[src/rtl/arith_pkg.sv]
// Shared arithmetic-unit definitions: FSM state encoding, Booth digit type and
// the fixed operand/accumulator widths used by the multiplier.
package arith_pkg;

    localparam int unsigned OPW  = 8;   // operand width
    localparam int unsigned EXTW = 10;  // operand after sign/zero extension
    localparam int unsigned ACCW = 20;  // signed accumulator width
    localparam int unsigned NDIG = 5;   // Booth digits per operation
    localparam int unsigned CNTW = 3;   // digit counter width
    localparam int unsigned PW   = 2 * OPW;

    // Same state encoding style as the divider
    typedef enum logic [1:0] {
        MulFree = 2'd0,
        MulOn   = 2'd1,
        MulEnd  = 2'd2
    } mul_state_t;

    // Radix-4 Booth digit, range -2..2
    typedef logic signed [2:0] booth_digit_t;

endpackage

[src/rtl/booth_recode.sv]
// Radix-4 Booth recoder.
// Ports:
//   window : {Y[2i+1], Y[2i], Y[2i-1]} multiplier bit window
//   digit  : d_i = -2*Y[2i+1] + Y[2i] + Y[2i-1], in -2..2
module booth_recode
    import arith_pkg::*;
(
    input  logic [2:0]   window,
    output booth_digit_t digit
);

    always_comb begin
        digit = 3'sb000;
        case (window)
            3'b001, 3'b010: digit = 3'sb001;  // +1
            3'b011:         digit = 3'sb010;  // +2
            3'b100:         digit = 3'sb110;  // -2
            3'b101, 3'b110: digit = 3'sb111;  // -1
            default:        digit = 3'sb000;  // 000, 111
        endcase
    end

endmodule

[src/rtl/booth4_mul.sv]
// Sequential radix-4 Booth multiplier, 8x8 -> 16, signed or unsigned.
// One Booth digit is retired per cycle, LSB digit first.
// Ports:
//   clock, reset_n    : clock, asynchronous active-low reset
//   start, is_signed  : request and operand mode, sampled when idle
//   a, b              : multiplicand, multiplier (captured on accept)
//   busy              : operation in progress
//   ready             : one-cycle pulse when p is updated
//   p                 : product, held until the next result
module booth4_mul
    import arith_pkg::*;
(
    input  logic           clock,
    input  logic           reset_n,
    input  logic           start,
    input  logic           is_signed,
    input  logic [OPW-1:0] a,
    input  logic [OPW-1:0] b,
    output logic           busy,
    output logic           ready,
    output logic [PW-1:0]  p
);

    mul_state_t               state;
    mul_state_t               state_nxt;
    logic [CNTW-1:0]          cnt;
    logic signed [ACCW-1:0]   acc;
    logic signed [ACCW-1:0]   m_sh;     // M * 4^i for the current digit
    logic [EXTW:0]            y_sh;     // {Y, 0} shifted right two bits per digit
    logic [EXTW-1:0]          m_ext_c;
    logic [EXTW-1:0]          y_ext_c;
    booth_digit_t             digit_c;
    logic signed [ACCW-1:0]   multiple_c;

    // Operand extension to 10 bits
    assign m_ext_c = is_signed ? {{(EXTW-OPW){a[OPW-1]}}, a} : {{(EXTW-OPW){1'b0}}, a};
    assign y_ext_c = is_signed ? {{(EXTW-OPW){b[OPW-1]}}, b} : {{(EXTW-OPW){1'b0}}, b};

    booth_recode u_recode (
        .window (y_sh[2:0]),
        .digit  (digit_c)
    );

    // Multiplicand multiple select: 0, +-M, +-2M (already scaled by 4^i)
    always_comb begin
        multiple_c = '0;
        case (digit_c)
            3'sb001: multiple_c = m_sh;
            3'sb010: multiple_c = m_sh <<< 1;
            3'sb111: multiple_c = -m_sh;
            3'sb110: multiple_c = -(m_sh <<< 1);
            default: multiple_c = '0;
        endcase
    end

    // State register
    always_ff @(posedge clock or negedge reset_n) begin
        if (!reset_n) begin
            state <= MulFree;
        end else begin
            state <= state_nxt;
        end
    end

    // Next-state logic
    always_comb begin
        state_nxt = state;
        case (state)
            MulFree: if (start) state_nxt = MulOn;
            MulOn:   if (cnt == '0) state_nxt = MulEnd;
            MulEnd:  state_nxt = MulFree;
            default: state_nxt = MulFree;
        endcase
    end

    // Datapath and registered outputs
    always_ff @(posedge clock or negedge reset_n) begin
        if (!reset_n) begin
            cnt   <= '0;
            acc   <= '0;
            m_sh  <= '0;
            y_sh  <= '0;
            p     <= '0;
            busy  <= 1'b0;
            ready <= 1'b0;
        end else begin
            busy  <= (state_nxt != MulFree);
            ready <= (state == MulEnd);
            case (state)
                MulFree: begin
                    if (start) begin
                        m_sh <= {{(ACCW-EXTW){m_ext_c[EXTW-1]}}, m_ext_c};
                        y_sh <= {y_ext_c, 1'b0};
                        acc  <= '0;
                        cnt  <= CNTW'(NDIG - 1);
                    end
                end
                MulOn: begin
                    acc  <= acc + multiple_c;
                    m_sh <= m_sh <<< 2;
                    // Arithmetic shift keeps the sign of the extended multiplier
                    y_sh <= {{2{y_sh[EXTW]}}, y_sh[EXTW:2]};
                    cnt  <= cnt - CNTW'(1);
                end
                MulEnd: begin
                    p <= acc[PW-1:0];
                end
                default: ;
            endcase
        end
    end

endmodule

[config.mk]
export PLATFORM = sky130hd
export DESIGN_NAME = booth4_mul
export DESIGN_NICKNAME = d
export VERILOG_FILES = /design/src/rtl/arith_pkg.sv /design/src/rtl/booth_recode.sv /design/src/rtl/booth4_mul.sv
export SDC_FILE = /design/constraint.sdc
export NUM_CORES = 1
export LEC_CHECK = 0
export BUFFER_PORTS_ARGS = -buffer_cell sky130_fd_sc_hd__buf_2
export CAP_MARGIN = 15
export CORE_MARGIN = 8
export CORE_UTILIZATION = 54
export DETAILED_ROUTE_END_ITERATION = 10
export HOLD_SLACK_MARGIN = 0.05
export PLACE_DENSITY = 0.76
export SYNTH_ARGS = -nofsm -noshare
export SYNTH_HDL_FRONTEND = slang
export SYNTH_SLANG_ARGS = --single-unit
[constraint.sdc]
create_clock -name clock -period 4.03 [get_ports clock]
set_input_delay 0.403 -clock clock [delete_from_list [all_inputs] [get_ports clock]]
set_output_delay 0.403 -clock clock [all_outputs]
set_load 0.03 [all_outputs]
# After elaboration in Yosys (flattened, before gate mapping)
# Index checks and enable logic that the tools add are counted.
# classes
addsub	4
muxes	15
eq_ne	13
bitwise	1
reduce_logical	8
# ops
cell	count
$pmux W20 S2	2
$pmux W20 S4	1
$mux W20	2
$neg A20 Y20	2
$pmux W11 S2	1
$add A20 B20 Y20	1
$mux W10	2
$eq A3 B3 Y1 const B	5
$pmux W3 S4	1
$mux W11	1
$eq A3 B2 Y1 const B	3
$eq A3 B1 Y1 const B	2
$pmux W3 S2	1
$mux W2	2
$pmux W2 S2	1
$reduce_bool A2 Y1	2
$reduce_or A2 Y1	2
$logic_not A3 Y1	1
$mux W3	1
$reduce_and A3 Y1	1
$sub A3 B1 Y3 const B	1
$eq A2 B1 Y1 const B	1
$eq A2 B2 Y1 const B	1
$logic_not A2 Y1	1
3 further kinds	3
# totals
regBits	74
word_cells	50
in_bits	20

# Depth between registers and ports, before layout
# Gate-level depths: netlist of run 1.
# depth
word_depth	7
depth_mapped	17

# Modules after synthesis
# Synthesis of run 1 repeated with hierarchy kept, for this count alone.
# hier_totals
cells_unflattened	467
area_unflattened_um2	4212.8
# modules_own_cells
mod	instances	seq_area_each_um2	area_each_um2	cells_each
booth4_mul	1	1651.6	4185.3	463
booth_recode	1	0.0	27.5	4

# Worst setup path before layout of run 1
# No wires, ideal clock.
# synth_timing
path_type	reg2reg
from	reg m_sh[2]
to	reg acc[15]
setup_slack_ps	19
n_path_buf	2
arrival_ps	3933
path_stages_with_launch	17
required_time_ps	3952
synth_period_minus_slack_ps	4011
path_cell_list	dfrtp_1 > buf_6 > or4_4 > or4_1 > buf_2 > o31a_1 > xor2_1 > a221o_1 > a22o_1 > ha_1 > nand4_1 > nor4_1 > nor2_1 > a31oi_1 > o211ai_1 > a211oi_1 > o21bai_1
# synth_between
elab_chain_cells	4
elab_cells_between_ends	5
# synth_rtl
element	line	text
start: declaration	booth4_mul.sv:28	logic signed [ACCW-1:0] m_sh;
start signal: assignment	booth4_mul.sv:92	m_sh <= {{(ACCW-EXTW){m_ext_c[EXTW-1]}}, m_ext_c};
start signal: assignment	booth4_mul.sv:100	m_sh <= m_sh <<< 2;
$neg A20 Y20 (on tied branches)	booth4_mul.sv:50, booth4_mul.sv:51	
$pmux W20 S4 (*)	booth4_mul.sv:47	case (digit_c)
$add A20 B20 Y20 (*)	booth4_mul.sv:99	acc <= acc + multiple_c;
$pmux W20 S2 (*)	booth4_mul.sv:89	case (state)
end signal: assignment	booth4_mul.sv:99	
end: declaration	booth4_mul.sv:27	logic signed [ACCW-1:0] acc;
# Every way passes the cells marked *; elsewhere a longest branch is shown, timed or not.
# A chain may end at the register's enable or synchronous reset.

# Worst setup path after layout of run 1
# Same ends and word-level chain as after synthesis.

==> flow_summary.toml, run 1 <==
[route]
dr.pass1.iters = 5
drt-vias-per-instance = 6.18
finalWirelength_um = 10800
ant_nets = 0
drc = 0
wl_per_cell_um = 17.7
dr_total_vias = 3761
drt_iter0_markers = 352

[clock_network]
root_buffer = "clkbuf_8"
clkTransAtPathRegs_ns = 0.08
cts_made_buffers = 9
cts_tree = "yes"
htree_levels = 3
cts.path.max_buffers = 2
postCtsHoldBufs = 0
post-cts-setup-buffer-count = 0
cts_num_sinks = 66
clkLatencyLatePin_ns = 0.34

[grt]
antenna_found_initial = 0
first_global_vias = 3652
grt_max_degree = 36
grt.total_usage = 0.197
grt_first_pass_wirelength_um = 18000
grt_overflow = 0

[synth]
syn_inst = 468
ys_seq_elements = 66
synth_top_area_frac = 0.392
netlist_area_um2 = 4210
syn-mean-instance-area_um2 = 9.00
synth_top_flop_cell = "dfrtp_1"
ys_seq_area_frac = 0.392
synthTopCellsByArea = "dfrtp_1 39%, nand2_1 6.3%, ha_1 5.3%"
synth_cell_type_count = 52
synthArstFlopShare = 1.00
synth_edf_count = 0
yosys_warnings = 0
synth.net_count = 507
yosysTopAreaCell = "dfrtp_1"

[cells_and_area]
area_delta_synth_final_pct = 14.5
final_cells = 609
drive_gt1_frac = 0.211
insertedDiodeCount = 0
nets = 541

[sta]
setup_ws_ns = 0.0913
setup-violations-final = 0
final-hold-violation-count = 0
slew_headroom = 0.304
finalCritPeriodShare = 0.977
clock_skew_ns = 0.0118
tightest_slew_ns = 1.04
fmax_mhz = 254
post-route-min-period_ns = 3.94
drv_slew = 0

[setup_path]
cp_cell_sequence = "or4_4 -> or4_4 -> o31a_1 -> xor2_1 -> a221o_1 -> a22o_1 -> ha_4 -> buf_4 -> a211oi_4 -> a31oi_2 -> a211o_1 -> a211oi_1 -> o21bai_1"
worst-path-stages = 13
critical_path.max_stage_delay_ns = 0.53
path_delay_family = "compound AO/OA/AOI/OAI gates"
critPathLaunchType = "flip-flop"
crit_path_end_kind = "flip-flop"
worstSetupPathType = "reg2reg"
crit_path_top_delay_cell = "or4_4"
crit_path_max_fanout = 4
r2r_slack_ns = 0.09
arrival_ns = 4.21
cpMostUsedCell = "or4_4"
reg2regPathDepth = 13
required_ns = 4.30
path_buf_inv = 1

[floorplanning]
ios = 38
die_area_um2 = 10900
core_area_um2 = 7650
die_y_um = 104
start_util = 0.551
die_w_um = 104
fp-row-count = 32

[place]
place_ws_ns = -0.0149
io_buffers = 37
place.gp.congestion = 0.928
hpwl_um = 7500
dp.cells = 592

[status]
outcome = "complete, no violations"

[flow_run]
maxCapViolCount = 0

[worst_hold_path]
hold_class = "in2async"
## cell usage after synthesis (2+ instances only)
library cell / count
buf_2: 3
o31ai_1: 2
a211o_1: 2
a221o_1: 13
mux2_2: 17
a21oi_1: 17
nor4_1: 4
a22o_1: 3
xnor2_1: 17
dfrtp_1: 66
buf_4: 6
o41ai_1: 2
nor3_1: 5
nand3_1: 7
nor2_1: 33
o21bai_1: 4
nor3b_1: 2
a221oi_1: 6
a31oi_1: 21
xor2_1: 14
o31a_1: 2
buf_1: 3
or3_1: 3
nand2b_1: 2
and2_1: 3
nand4_1: 2
a21o_1: 13
nor2b_1: 5
clkbuf_1: 22
ha_1: 18
buf_6: 2
nand2_1: 71
o21ai_0: 36
a211oi_1: 5
inv_1: 12
a22oi_1: 8
or2_2: 2
## worst paths after layout
path,start,to
setup / recovery,m_sh[2],acc[15]
hold / removal,reset_n,acc[13]
setup reg to reg,m_sh[2],acc[15]
hold reg to reg,cnt[0],cnt[0]
max in group asynchronous,reset_n,y_sh[0]
min in group clock,a[1],m_sh[1]
## cell type report
| type | instances | area [um^2] |
|---|---|---|
| inverter | 12 | 45.0 |
| clock inverter | 5 | 85.1 |
| fill | 639 | 2820 |
| timing repair buffer | 59 | 358 |
| sequential | 66 | 1650 |
| clock buffer | 11 | 141 |
| tap | 102 | 128 |
| multi-input combinational | 354 | 2410 |
## metal layers
layer	vias up	track usage	routed length, um
li1	1755	-	-
met2	133	0.320	5200
met3	30	0.0415	558
met4	0	0.0889	325
met1	1843	0.245	4670
met5	-	0	0
## layout by cell type (no fill, tap or decap), types with 3 or more instances in the layout
cell type,count
nand2_1,71
dfrtp_1,66
buf_2,37
o21ai_0,34
nor2_1,31
buf_4,21
a31oi_1,20
xnor2_1,17
a21oi_1,17
mux2_2,17
ha_1,16
xor2_1,13
a221o_1,13
a21o_1,13
inv_1,12
clkbuf_8,10
a22oi_1,8
nand3_1,7
a221oi_1,6
nor3_1,5
nor4_1,4
nor2b_1,4
a211oi_1,4
o21bai_1,4
and2_1,3
or3_1,3
a22o_1,3
## logic make-up (layout without fill, tap and decap cells)
kind of cell,Yosys count,after routing,share of synthesized area
mux,17,17,0.0455
xor+xnor,31,31,0.0645
simple gates,147,147,0.163
flops,66,66,0.392
compound gates,140,140,0.224
fa+ha+maj,19,19,0.0582
buf+inv,48,87,0.0526
## per-stage QoR
stage | hold slack [ns] | cell area, um^2 | setup TNS [ns] | utilization
floorplan | 0.107 | 4210 | 0 | -
global placement | 0.453 | 4510 | 0 | 0.589
detailed placement | 0.477 | 4510 | -0.0149 | 0.589
CTS | 0.163 | 4740 | 0 | 0.620
global route | 0.207 | 4820 | -0.0112 | 0.631
finish | 0.126 | 4820 | 0 | 0.631
## registers in the layout, summed over array words and instances, names as in the netlist
signal and count:
acc 16, busy 1, cnt 3, m_sh 16
p 16, ready 1, state 2, y_sh 11
## what timing repair did
item	CTS	global route
setup endpoints to repair	1	5
gates resized for setup	1	13
pin swaps	2	2
Power of run 1 is left out: the tool's default activity adds up to more than one toggle a clock period on the data nets, which glitch-free logic cannot reach.
==> inputs of run 2 (changes only) <==
--- a/config.mk
+++ b/config.mk
@@ -16,2 +16,3 @@
 export SYNTH_HDL_FRONTEND = slang
 export SYNTH_SLANG_ARGS = --single-unit
+export TNS_END_PERCENT = 5
==> constraint.sdc (replaced) <==
create_clock -name clock -period 4.03 [get_ports clock]
set_input_delay 0.2015 -clock clock [delete_from_list [all_inputs] [get_ports clock]]
set_output_delay 0.2015 -clock clock [all_outputs]
set_load 0.03 [all_outputs]
==> flow_summary.toml, run 2 (same netlist as run 1, synthesis figures left out) <==
[cells_and_area]
layout_commonest_cell = "nand2_1"
largestRegisters = "acc: 16 flops, m_sh: 16 flops, p: 16 flops"
drive_gt1_frac = 0.204
insertedDiodeCount = 0
final_cell_mix = "71 x nand2_1, 66 x dfrtp_1, 37 x buf_2, 34 x o21ai_0, 33 x nor2_1"
area_delta_synth_final_pct = 14.8
final_cells = 613
nets = 545

[sta]
setup-violations-final = 0
clock_skew_ns = 0.0149
tightest_slew_ns = 1.01
setup_ws_ns = 0.0641
final-hold-violation-count = 0
rsz0062_at_grt = "true"
fmax_mhz = 252
slew_headroom = 0.326
drv_slew = 0
post-route-min-period_ns = 3.97
finalCritPeriodShare = 0.984
whs_ns = 0.0848
tns_ns = 0

[setup_path]
cpMostUsedCell = "or4_4"
arrival_ns = 4.23
crit_path_top_delay_cell = "or4_4"
r2r_slack_ns = 0.06
crit_path_max_fanout = 4
required_ns = 4.30
reg2regPathDepth = 14
rr_startpoint = "m_sh[2]"
cp_cell_sequence = "or4_4 -> or4_4 -> o31a_1 -> xor2_1 -> a221o_1 -> a22o_1 -> ha_4 -> nand3_1 -> nor2_1 -> a211oi_2 -> a31oi_1 -> a211o_1 -> a211oi_1 -> o21bai_1"
path_buf_inv = 0
critical_path.max_stage_delay_ns = 0.54
worstSetupPathType = "reg2reg"
reg2reg_to = "acc[15]"
crit_path_end_kind = "flip-flop"
critPathLaunchType = "flip-flop"
path_delay_family = "compound AO/OA/AOI/OAI gates"

[clock_network]
clkLatencyLatePin_ns = 0.35
post-cts-setup-buffer-count = 0
cts_tree = "yes"
htree_levels = 3
cts_num_sinks = 66
root_buffer = "clkbuf_8"
cts.path.max_buffers = 2
clkTransAtPathRegs_ns = 0.07
cts_made_buffers = 9

[floorplanning]
start_util = 0.551
die_area_um2 = 10900
core_area_um2 = 7650
die_w_um = 104
ios = 38
die_y_um = 104
fp-row-count = 32

[flow_run]
maxCapViolCount = 0

[place]
place.gp.congestion = 1.01
hpwl_um = 7340
io_buffers = 37
dp.cells = 594
place_ws_ns = -0.0977

[grt]
antenna_found_initial = 0
grt_overflow = 0
grt_first_pass_wirelength_um = 17500
first_global_vias = 3694
grt.total_usage = 0.195
grt_max_degree = 37

[route]
drt-vias-per-instance = 5.99
drt_iter0_markers = 313
wl_per_cell_um = 16.8
ant_nets = 0
dr_total_vias = 3674
drc = 0
dr.pass1.iters = 5
finalWirelength_um = 10300

[worst_hold_path]
whs_path_depth = 3
min_to = "m_sh[1]"
hold_class = "in2reg"
hp-start = "a[1]"

[status]
outcome = "complete, no violations"
-- run 2: cell types whose count changed in the layout (fill, tap and decap cells not counted), sizes merged --
cell / previous run / this run
buf: 59 / 61
dlygate4sd3: 0 / 2
clkinvlp: 1 / 0
bufinv: 2 / 3
clkbuf: 11 / 10
clkinv: 1 / 2
-- run 2: per-layer routing --
layer / track usage / wire length, um / up-vias
li1: - / - / 1763
met1: 0.239 / 4480 / 1742
met2: 0.303 / 4760 / 137
met3: 0.0514 / 646 / 32
met4: 0.111 / 398 / 0
met5: 0 / 0 / -
-- run 2: area by class of cell --
cell class / count / area (um^2)
multi-input combinational: 354 / 2380
fill: 615 / 2810
timing repair buffer: 63 / 393
tap: 102 / 128
inverter: 12 / 45.0
sequential: 66 / 1650
clock buffer: 10 / 128
clock inverter: 6 / 113
-- run 2: timing repair --
item / CTS / global route
hold buffers: 2 / 0
endpoints found under the setup margin: 2 / 4
pin swaps: 2 / 4
resized for setup: 2 / 6
endpoints found under the hold margin: 31 / 0
-- run 2: worst max-delay path by stage --
stage,cells after the start,from,to,slack (ns)
4_1_cts,14,m_sh[2],acc[15],0.004
6_report,14,m_sh[2],acc[15],0.06
2_1_floorplan,16,m_sh[2],acc[15],0.02
3_5_place_dp,14,m_sh[2],acc[15],-0.1
3_3_place_gp,14,m_sh[2],acc[15],0.04
5_1_grt,14,m_sh[2],acc[15],-0.13
-- run 2: worst min-delay path: cells and delay by family --
family                 cells  cell delay, ns
buffers and inverters      1            0.08
AOI/OAI and AO/OA          1            0.06
and+or+nand+nor            1            0.05
-- run 2: stage by stage --
stage / cell area (um^2) / utilization
final: 4830 / 0.632
after global routing: 4830 / 0.632
after CTS: 4790 / 0.627
after detailed placement: 4520 / 0.591
after global placement: 4520 / 0.591
after floorplan: 4210 / -
Power of run 2 is left out for the same reason.
==> inputs of run 3 (changes only) <==
Settings changed: RECOVER_POWER set to 25.
==> flow_summary.toml, run 3 (same netlist as run 1, synthesis figures left out) <==
[status]
outcome = "finished, violations left"
violations = "max-capacitance violations, max-slew violations"

[floorplanning]
fp-row-count = 32
core_area_um2 = 7650
die_w_um = 104
start_util = 0.551
die_area_um2 = 10900
ios = 38
die_y_um = 104

[cells_and_area]
insertedDiodeCount = 0
area_delta_synth_final_pct = 14.5
finish.utilization = 0.631
drive_gt1_frac = 0.190
largestRegisters = "acc: 16 flops, m_sh: 16 flops, p: 16 flops"
nets = 545
final_cell_mix = "71 x nand2_1, 66 x dfrtp_1, 34 x o21ai_0, 33 x nor2_1, 31 x buf_2"
layout_commonest_cell = "nand2_1"
final_cell_area_um2 = 4820

[sta]
fmax_mhz = 252
tns_ns = 0
tightest_slew_ns = 1.69
rsz0062_at_grt = "true"
drv_slew = 32
slew_headroom = -0.124
final-hold-violation-count = 0
clock_skew_ns = 0.0149
post-route-min-period_ns = 3.97
setup-violations-final = 0
finalCritPeriodShare = 0.985

[setup_path]
reg2reg_to = "acc[15]"
critPathLaunchType = "flip-flop"
arrival_ns = 4.24
reg2regPathDepth = 14
critical_path.max_stage_delay_ns = 0.54
crit_path_end_kind = "flip-flop"
cpMostUsedCell = "or4_4"
rr_startpoint = "m_sh[2]"
required_ns = 4.30
crit_path_max_fanout = 4
crit_path_top_delay_cell = "or4_4"
r2r_slack_ns = 0.06
worstSetupPathType = "reg2reg"
cp_cell_sequence = "or4_4 -> or4_4 -> o31a_1 -> xor2_1 -> a221o_1 -> a22o_1 -> ha_4 -> nand3_1 -> nor2_1 -> a211oi_2 -> a31oi_1 -> a211o_1 -> a211oi_1 -> o21bai_1"

[grt]
grt_max_degree = 37
grtUsageMet3 = 0.0514
grt.busiest_layer = "met2"
grtUsageMet1 = 0.239
grt.total_usage = 0.195
first_global_vias = 3694
antenna_found_initial = 0
grt_overflow = 0
grt_first_pass_wirelength_um = 17500
grtUsageMet2 = 0.303

[route]
dr.pass1.iters = 5
drc = 0
dr_total_vias = 3675
drt-vias-per-instance = 6.00
finalWirelength_um = 10300
drt_iter0_markers = 325
ant_nets = 0
wl_per_cell_um = 16.8

[place]
io_buffers = 37
hpwl_um = 7340
placed_cell_area_um2 = 4520
place.gp.congestion = 1.01

[clock_network]
clkLatencyLatePin_ns = 0.35
cts_tree = "yes"
cts.path.max_buffers = 2
clkTransAtPathRegs_ns = 0.07
htree_levels = 3
cts_num_sinks = 66
root_buffer = "clkbuf_8"
cts_made_buffers = 9

[worst_hold_path]
whs_path_depth = 3
hold_class = "in2reg"
hp-start = "a[1]"
min_to = "m_sh[1]"

[flow_run]
maxCapViolCount = 1
-- run 3: what timing repair did --
action                                 CTS  global route
hold buffers                             2             0
endpoints found under the hold margin   31             0
setup buffers                            0             0
setup endpoints to repair                2             4
gates cloned                             0             0
resized for setup                        2             6
pin swaps                                2             4
-- run 3: critical path, delay by kind of cell (launching register included) --
family          cells  cell delay, ns
fa+ha+maj           1            0.24
flops               1            0.38
xor+xnor            1            0.16
simple gates        4            1.13
compound gates      8            1.95
-- run 3: layout make-up --
| type | count | area, um^2 |
|---|---|---|
| clock buffers | 10 | 128 |
| inverters | 12 | 45.0 |
| fillers | 623 | 2820 |
| clock inverters | 6 | 113 |
| repair buffers | 63 | 382 |
| flip-flops and latches | 66 | 1650 |
| multi-input cells | 354 | 2380 |
| well taps | 102 | 128 |
-- run 3: routing by layer --
layer / vias up / routed length (um)
li1: 1761 / -
met1: 1738 / 4390
met3: 32 / 689
met2: 144 / 4830
met5: - / 0
met4: 0 / 385
-- run 3: metrics by stage --
step           hold slack, ns  worst slack (ns)  cells
2_1_floorplan         -0.0941            0.0188    468
3_5_place_dp            0.303           -0.0977    594
5_1_grt                0.0700            -0.128    613
3_3_place_gp            0.288            0.0408    594
4_1_cts                0.0701           0.00442    612
6_report               0.0839            0.0620    613
-- run 3: worst max path at each step --
stage | from | end | slack, ns | cells after the start
after detailed placement | m_sh[2] | acc[15] | -0.1 | 14
after floorplan | m_sh[2] | acc[15] | 0.02 | 16
after global placement | m_sh[2] | acc[15] | 0.04 | 14
final | m_sh[2] | acc[15] | 0.06 | 14
after CTS | m_sh[2] | acc[15] | 0.004 | 14
after global routing | m_sh[2] | acc[15] | -0.13 | 14
Power of run 3 is left out for the same reason.
